`src/rtl/alu_pkg.sv`:
```
// alu_pkg: shared definitions for the ALU command front-end.
//   - ALU func codes as seen on the external 4-bit ALU func port
//   - command op code for the multi-cycle unsigned multiply
//   - controller state encoding
//   - bit positions inside the {overflow, carry, zero, out} flag vector
package alu_pkg;

    localparam logic [2:0] FUNC_ADD = 3'b000;
    localparam logic [2:0] FUNC_SUB = 3'b001;
    localparam logic [2:0] FUNC_NOT = 3'b010;
    localparam logic [2:0] FUNC_AND = 3'b011;
    localparam logic [2:0] FUNC_OR  = 3'b100;
    localparam logic [2:0] FUNC_XOR = 3'b101;
    localparam logic [2:0] FUNC_LT  = 3'b110;
    localparam logic [2:0] FUNC_EQ  = 3'b111;

    localparam logic [3:0] OP_MUL = 4'b1000;

    typedef enum logic [1:0] {
        IDLE = 2'd0,
        EXEC = 2'd1,
        MUL  = 2'd2,
        RESP = 2'd3
    } state_t;

    localparam int FLAG_OUT   = 0;
    localparam int FLAG_ZERO  = 1;
    localparam int FLAG_CARRY = 2;
    localparam int FLAG_OVF   = 3;

endpackage

```
`src/rtl/alu_mul_step.sv`:
```
// alu_mul_step: combinational part of one shift-add multiply iteration.
// The partial product {p_hi, p_lo} starts as {0, multiplier}. Each step
// adds the multiplicand into p_hi (via the external ALU) when the current
// multiplier LSB p_lo[0] is set, then shifts the whole 2W+1-bit sum right.
// Ports:
//   p_hi, p_lo   in  W  current partial product halves
//   mcand        in  W  multiplicand
//   alu_result   in  W  ALU sum p_hi + step_b
//   alu_carry    in  1  ALU carry-out of that sum
//   step_b       out W  addend to present on ALU B (mcand or 0)
//   next_hi      out W  next upper half
//   next_lo      out W  next lower half
module alu_mul_step #(
    parameter int W = 4
) (
    input  logic [W-1:0] p_hi,
    input  logic [W-1:0] p_lo,
    input  logic [W-1:0] mcand,
    input  logic [W-1:0] alu_result,
    input  logic         alu_carry,
    output logic [W-1:0] step_b,
    output logic [W-1:0] next_hi,
    output logic [W-1:0] next_lo
);

    // p_hi itself is routed to ALU A by the caller; only B is selected here.
    logic [W-1:0] unused_hi;
    assign unused_hi = p_hi;

    assign step_b = p_lo[0] ? mcand : '0;

    // Carry-out becomes the new MSB; the dropped bit is the consumed multiplier LSB.
    assign {next_hi, next_lo} = {alu_carry, alu_result, p_lo[W-1:1]};

endmodule

```
`src/rtl/alu_cmd_ctrl.sv`:
```
// alu_cmd_ctrl: command front-end for an external combinational 4-bit ALU.
// Accepts one command at a time, drives the ALU operand/func ports from
// registered state, captures the result with masked flags, and returns a
// registered response. Op 1000 runs a W-cycle unsigned shift-add multiply
// through the ALU adder.
//
// Handshakes: a transfer happens on a rising clk edge where valid && ready.
// The sender holds valid and its payload stable until that edge; ready may
// be asserted without valid and then has no effect. cmd_ready is high only
// in IDLE; rsp_valid is high only in RESP, with payload held until taken.
//
// Ports:
//   clk, rst                        clock, synchronous active-high reset
//   cmd_valid/cmd_ready             command channel
//   cmd_op[3:0], cmd_a, cmd_b       0000-0111 ALU func, 1000 MUL, else reserved
//   rsp_valid/rsp_ready             response channel
//   rsp_result[2W-1:0]              zero-extended result or full product
//   rsp_flags[3:0]                  {overflow, carry, zero, out}
//   rsp_err                         reserved op (or MUL when MUL_EN=0)
//   alu_a, alu_b, alu_func          to external ALU
//   alu_result, alu_overflow,
//   alu_carry, alu_zero, alu_out    from external ALU
//   state                           internal FSM state (debug visibility)
module alu_cmd_ctrl
    import alu_pkg::*;
#(
    parameter int W      = 4,
    parameter bit MUL_EN = 1'b1
) (
    input  logic           clk,
    input  logic           rst,
    input  logic           cmd_valid,
    output logic           cmd_ready,
    input  logic [3:0]     cmd_op,
    input  logic [W-1:0]   cmd_a,
    input  logic [W-1:0]   cmd_b,
    output logic           rsp_valid,
    input  logic           rsp_ready,
    output logic [2*W-1:0] rsp_result,
    output logic [3:0]     rsp_flags,
    output logic           rsp_err,
    output logic [W-1:0]   alu_a,
    output logic [W-1:0]   alu_b,
    output logic [2:0]     alu_func,
    input  logic [W-1:0]   alu_result,
    input  logic           alu_overflow,
    input  logic           alu_carry,
    input  logic           alu_zero,
    input  logic           alu_out
);

    localparam int CW = (W > 1) ? $clog2(W) : 1;
    localparam logic [CW-1:0] CNT_LAST = CW'(W - 1);

    state_t        state, state_next;
    logic [2:0]    func_r;
    logic [W-1:0]  a_r;      // operand A, and the multiplicand during MUL
    logic [W-1:0]  p_hi;     // upper product half during MUL
    logic [W-1:0]  p_lo;     // operand B, shifted as the low product half during MUL
    logic [CW-1:0] cnt;

    logic [W-1:0]  step_b, next_hi, next_lo;
    logic [3:0]    single_flags;
    logic          mul_ok;

    // The controller computes zero itself for every op; the ALU zero is unused.
    logic unused_zero;
    assign unused_zero = alu_zero;

    assign mul_ok = MUL_EN && (cmd_op == OP_MUL);

    alu_mul_step #(.W(W)) u_mul_step (
        .p_hi       (p_hi),
        .p_lo       (p_lo),
        .mcand      (a_r),
        .alu_result (alu_result),
        .alu_carry  (alu_carry),
        .step_b     (step_b),
        .next_hi    (next_hi),
        .next_lo    (next_lo)
    );

    // Next state
    always_comb begin
        state_next = state;
        case (state)
            IDLE: begin
                if (cmd_valid) begin
                    if (!cmd_op[3])  state_next = EXEC;
                    else if (mul_ok) state_next = MUL;
                    else             state_next = RESP;
                end
            end
            EXEC:    state_next = RESP;
            MUL:     if (cnt == CNT_LAST) state_next = RESP;
            RESP:    if (rsp_ready) state_next = IDLE;
            default: state_next = IDLE;
        endcase
    end

    // Channel and ALU port drive; ALU ports idle at zero outside EXEC/MUL
    always_comb begin
        cmd_ready = (state == IDLE);
        rsp_valid = (state == RESP);
        alu_a     = '0;
        alu_b     = '0;
        alu_func  = FUNC_ADD;
        case (state)
            EXEC: begin
                alu_a    = a_r;
                alu_b    = p_lo;
                alu_func = func_r;
            end
            MUL: begin
                alu_a    = p_hi;
                alu_b    = step_b;
                alu_func = FUNC_ADD;
            end
            default: ;
        endcase
    end

    // Flag masking for single ops: the ALU leaves carry/overflow/out stale
    // for funcs that do not define them, so only trusted flags pass.
    always_comb begin
        single_flags            = '0;
        single_flags[FLAG_ZERO] = (alu_result == '0);
        if (func_r == FUNC_ADD || func_r == FUNC_SUB) begin
            single_flags[FLAG_OVF]   = alu_overflow;
            single_flags[FLAG_CARRY] = alu_carry;
        end
        if (func_r == FUNC_LT || func_r == FUNC_EQ) begin
            single_flags[FLAG_OUT] = alu_out;
        end
    end

    always_ff @(posedge clk) begin
        if (rst) begin
            state      <= IDLE;
            func_r     <= FUNC_ADD;
            a_r        <= '0;
            p_hi       <= '0;
            p_lo       <= '0;
            cnt        <= '0;
            rsp_result <= '0;
            rsp_flags  <= '0;
            rsp_err    <= 1'b0;
        end else begin
            state <= state_next;
            case (state)
                IDLE: begin
                    if (cmd_valid) begin
                        func_r     <= cmd_op[2:0];
                        a_r        <= cmd_a;
                        p_hi       <= '0;
                        p_lo       <= cmd_b;
                        cnt        <= '0;
                        rsp_result <= '0;
                        rsp_flags  <= '0;
                        rsp_err    <= cmd_op[3] && !mul_ok;
                    end
                end
                EXEC: begin
                    rsp_result <= {{W{1'b0}}, alu_result};
                    rsp_flags  <= single_flags;
                end
                MUL: begin
                    p_hi <= next_hi;
                    p_lo <= next_lo;
                    cnt  <= cnt + 1'b1;
                    if (cnt == CNT_LAST) begin
                        rsp_result           <= {next_hi, next_lo};
                        rsp_flags            <= '0;
                        rsp_flags[FLAG_ZERO] <= ({next_hi, next_lo} == '0);
                    end
                end
                default: ;
            endcase
        end
    end

endmodule

```
`config.mk`:
```
export PLATFORM = sky130hd
export DESIGN_NAME = alu_cmd_ctrl
export DESIGN_NICKNAME = d
export VERILOG_FILES = /design/src/rtl/alu_pkg.sv /design/src/rtl/alu_mul_step.sv /design/src/rtl/alu_cmd_ctrl.sv
export SDC_FILE = /design/constraint.sdc
export NUM_CORES = 1
export LEC_CHECK = 0
export BUFFER_PORTS_ARGS = -buffer_cell sky130_fd_sc_hd__buf_2
export CAP_MARGIN = 20
export CORE_UTILIZATION = 54
export DETAILED_ROUTE_END_ITERATION = 10
export PLACE_DENSITY_LB_ADDON = 0.25
export SLEW_MARGIN = 20
export SYNTH_ARGS = -nofsm -noshare
export SYNTH_HDL_FRONTEND = slang
export SYNTH_SLANG_ARGS = --single-unit
```
`constraint.sdc`:
```
create_clock -name clk -period 4.8 [get_ports clk]
set_input_delay 0.72 -clock clk [delete_from_list [all_inputs] [get_ports clk]]
set_output_delay 0.72 -clock clk [all_outputs]
set_load 0.05 [all_outputs]
```
Word-level counts from Yosys, hierarchy flattened
Cells that the tools add are included.

Logic and storage cells: 58. Bits of input ports: 24. Bits in registers: 32.

Equal/unequal tests: 11. Reductions and logical operators: 14. Add/sub/neg operators: 1. Mux-type cells: 23.

Operator list (number): $pmux 4 s2 (4); $pmux 8 s3 (1); $mux 4 (4); $mux 8 (2); $mux 2 (6); $pmux 4 s3 (1); $logic_not 8->1 (1); $pmux 2 s4 (1); $eq 2x2->1 const B (3); $eq 3x3->1 const B (2); $reduce_and 3->1 (2); $eq 4x4->1 const B (1); $logic_not 4->1 (1); $ne 2x2->1 const B (2); $pmux 2 s2 (1); $reduce_and 2->1 (2); $eq 3x1->1 const B (1); $logic_not 3->1 (1); $mux 3 (1); $reduce_bool 3->1 (1); $add 2x1->2 const B (1); $eq 2x1->1 const B (1); $logic_not 2->1 (1); $logic_or 1x1->1 (2); 5 further kinds (6).

Depth between registers and ports, before layout
Depth in word-level cells: 5. Gate-level depth with buffers: 7. Gate-level depth less buffers: 6.

Cells and area by module
A second synthesis with hierarchy kept.

Cell total of the unflattened synthesis: 202. Area, all modules: 1679.1 µm².

By module, submodules not included: alu_cmd_ctrl (cells each 190, sequential area each 640.6 µm², times used 1, area each 1594.0 µm²); alu_mul_step (cells each 12, sequential area each 0.0 µm², times used 1, area each 85.1 µm²).

Worst setup path before layout
No wires, ideal clock.

Kind: register to output. Start point: register state[1]. End point: output port alu_a[0]. Path buffers: 2. Data arrival time: 1850 ps. Stages on the path, launching flop included: 7. Setup slack: 2230 ps. Required time: 4080 ps. Cell sequence: dfxtp_1 > inv_1 > ha_1 > clkbuf_1 > clkbuf_1 > a22oi_1 > nor2b_1.

Word-level cells in the longest chain between the ends: 2. Elaborated cells on any way between the ends: 3.

Ends and longest elaborated chain: start, declared (RTL line alu_cmd_ctrl.sv:55) `state_t state, state_next;`; start signal, assigned (RTL line alu_cmd_ctrl.sv:149) `state <= state_next;`; $eq 2x2->1 / $eq 2x1->1 (equally long branches) (RTL line alu_cmd_ctrl.sv:108) `case (state)`; $pmux 4 s2 * (RTL line alu_cmd_ctrl.sv:108); end, declared (RTL line alu_cmd_ctrl.sv:42) `output logic [W-1:0] alu_a,`.

Mark *: on every way between the ends. The rest lies on a longest branch, timed or not.

Final worst setup path
Start point: register state[0]. End point: output port alu_a[3].

The elaborated chain is that of the path after synthesis.

==> results.sh <==
export IMPL_rows=19
export IMPL_relSlewSlack=0.417
export IMPL_fin_crit_sh=0.614
export IMPL_fin_util=0.678
export IMPL_p_comb_frac=0.505
export IMPL_synthTopCellsByArea="dfxtp_1 (40%), a21oi_1 (6.9%), nand2_1 (6.8%), ha_1 (5.5%), a22oi_1 (4.2%)"
export IMPL_status="finished clean"
export IMPL_netlist_area_um2=1590
export IMPL_worst_pin_slew_ns=0.875
export IMPL_wl_um=3520
export IMPL_dp_hpwl_um=2400
export IMPL_hold_violations=0
export IMPL_synth_edf_count=0
export IMPL_clk_path_buf_depth=2
export IMPL_grt_pass1_vias=1328
export IMPL_cts_buffers=5
export IMPL_io_pins=50
export IMPL_grt_overflow_total=0
export IMPL_critPathCaptureType="primary output"
export IMPL_synth_fp_nets=220
export IMPL_final_nets=263
export IMPL_die_h_um=56.3
export IMPL_switching_share=0.461
export IMPL_final_max_slew_violation_count=0
export IMPL_cp_required_ns=4.08
export IMPL_netlist_instances=189
export IMPL_pre_cts_ws_ns=2.26
export IMPL_wl_per_cell_um=13.3
export IMPL_avgViaCountPerCell=5.66
export IMPL_hold_path_class="reg -> reg"
export IMPL_drt_pass1_iter_count=4
export IMPL_drc=0
export IMPL_rsz0062_at_grt="false"
export IMPL_critPathMaxFanout=23
export IMPL_vias=1493
export IMPL_worst_endpoint_arrival_ns=2.23
export IMPL_ant_nets=0
export IMPL_grt_max_degree=34
export IMPL_setup_slack_ns=1.85
export IMPL_grt_use_total=0.240
export IMPL_leakagePower_nw=0.811
export IMPL_htree_levels=2
export IMPL_cts_resized=0
export IMPL_synth_area_per_cell_um2=8.41
export IMPL_die_x_um=56.3
export IMPL_startpoint_type="register"
export IMPL_port_buffers=48
export IMPL_core_region_area_um2=2780
export IMPL_switching_power_w=0.000522
export IMPL_pwr_share_seq=0.318
export IMPL_die_area_um2=3170
export IMPL_drive_gt1_frac=0.266
export IMPL_clock_latency_ns=0.33
export IMPL_power_internal_w=0.000610
export IMPL_ys_types=35
export IMPL_cts_root_buf="clkbuf_4"
export IMPL_ys_seq_area_frac=0.403
export IMPL_synth_async_sr_flop_share=0
export IMPL_gp_congestion=0.780
export IMPL_postCtsSetupBuffers=0
export IMPL_synth_top_cell_by_area="dfxtp_1"
export IMPL_fin_skew_ns=0.00820
export IMPL_cts_hold_buffers=0
export IMPL_cts_tree="done"
export IMPL_finalSetupTns_ns=0
export IMPL_syn_to_final_growth_pct=18.6
export IMPL_path_class="reg -> out"
export IMPL_n_antenna_cell=0
export IMPL_period_minus_slack_ns=2.95
export IMPL_cts_sinks=32
export IMPL_synth_warnings=0
export IMPL_fmax_mhz=339
export IMPL_clk_pin_slew_ns=0.10
export IMPL_synth_seq_cells=32
export IMPL_maxCapViolCount=0
export IMPL_ir_drop_mv=0.668
export IMPL_power_density_nw_per_um2=600
export IMPL_synth_top_area_share=0.403
export IMPL_antenna_found_initial=0
export IMPL_synth_ff_type="dfxtp_1"
export IMPL_grt_pass1_wl_um=5950
export IMPL_setup_viol=0
export IMPL_power_share_clock=0.177
export IMPL_initial_core_util=0.572
export IMPL_drt_iter0_markers=75
==> critical path, cell delays in order, from the launching register on <==
cell and delay, ns:
dfxtp_1 0.37, inv_1 0.12, ha_1 0.74, a22oi_1 0.20, nor2b_1 0.18, buf_2 0.28
==> Yosys cell counts (all sizes together), types with 5 or more instances <==
cell and count:
nor2 15, dfxtp 32, nor3 5, a22oi 9, a211oi 5, a21oi 22
nand3 7, ha 7, nand2 29, nor2b 10, mux2i 6, clkbuf 8
==> logic make-up (layout without fill, tap and decap cells) <==
logic type      Yosys count  in the layout  synth area share
compound gates           47             47             0.191
fa+ha+maj                 7              7            0.0551
buf+inv                  16             60            0.0464
flops                    32             32             0.403
mux                       6              6            0.0378
simple gates             81             81             0.267
==> power groups by stage <==
stage / clock, W / sequential, W / combinational, W
after CTS: 0.000207 / 0.000359 / 0.000572
after global placement: 0 / 0.000364 / 0.000561
after global routing: 0.000219 / 0.000368 / 0.000627
after floorplan: 0 / 0.000384 / 0.000458
after detailed placement: 0 / 0.000365 / 0.000569
final: 0.000200 / 0.000360 / 0.000572
==> cells in the final DEF, fill, tap and decap left out, types with 3 or more instances in the layout <==
cell       n
buf_2     48
nor2_1    15
ha_1       7
clkbuf_4   5
nor3_1     3
dfxtp_1   32
a22o_1     4
a21oi_1   22
nand3_1    7
inv_1      4
a22oi_1    9
a211oi_1   5
nand4_1    4
mux2i_1    6
a32oi_1    3
nand2_1   29
and2_1     4
nor2b_1    8
==> registers in the layout (all words and copies together), names as in the netlist <==
signal,cells
rsp_result,8
a_r,4
p_hi,4
p_lo,4
rsp_flags,4
func_r,3
cnt,2
state,2
rsp_err,1
==> final cells by class <==
cell class	count	area [um^2]
repair buffers	48	240
fillers	263	895
multi-input cells	141	876
inverters	4	15.0
well taps	31	38.8
flip-flops and latches	32	641
clock buffers	6	41.3
clock inverters	2	35.0
==> path summary, 6_finish.rpt <==
check / start / to / slack [ns] / depth (start not counted)
setup / recovery: state[0] / alu_a[3] / 1.85 / 5
hold / removal: rsp_flags[3] / rsp_flags[3] / 0.45 / 2
setup reg to reg: state[0] / p_lo[0] / 2.58 / 6
hold reg to reg: rsp_flags[3] / rsp_flags[3] / 0.45 / 2
==> per-stage QoR <==
step	cells	hold slack, ns	power, W	cell area (um^2)
3_5_place_dp	256	0.440	0.000934	1810
5_1_grt	264	0.474	0.00121	1890
6_report	264	0.451	0.00113	1890
3_3_place_gp	256	0.436	0.000925	1810
2_1_floorplan	189	0.432	0.000842	1590
4_1_cts	264	0.454	0.00114	1890
==> layer usage <==
metal / track usage / part of all wire / routed length [um]
met5: 0 / 0 / 0
met4: 0.0732 / 0.0094 / 33
met3: 0.0714 / 0.055 / 195
met2: 0.371 / 0.44 / 1550
met1: 0.324 / 0.49 / 1740
(Power assumes the default switching activity.)
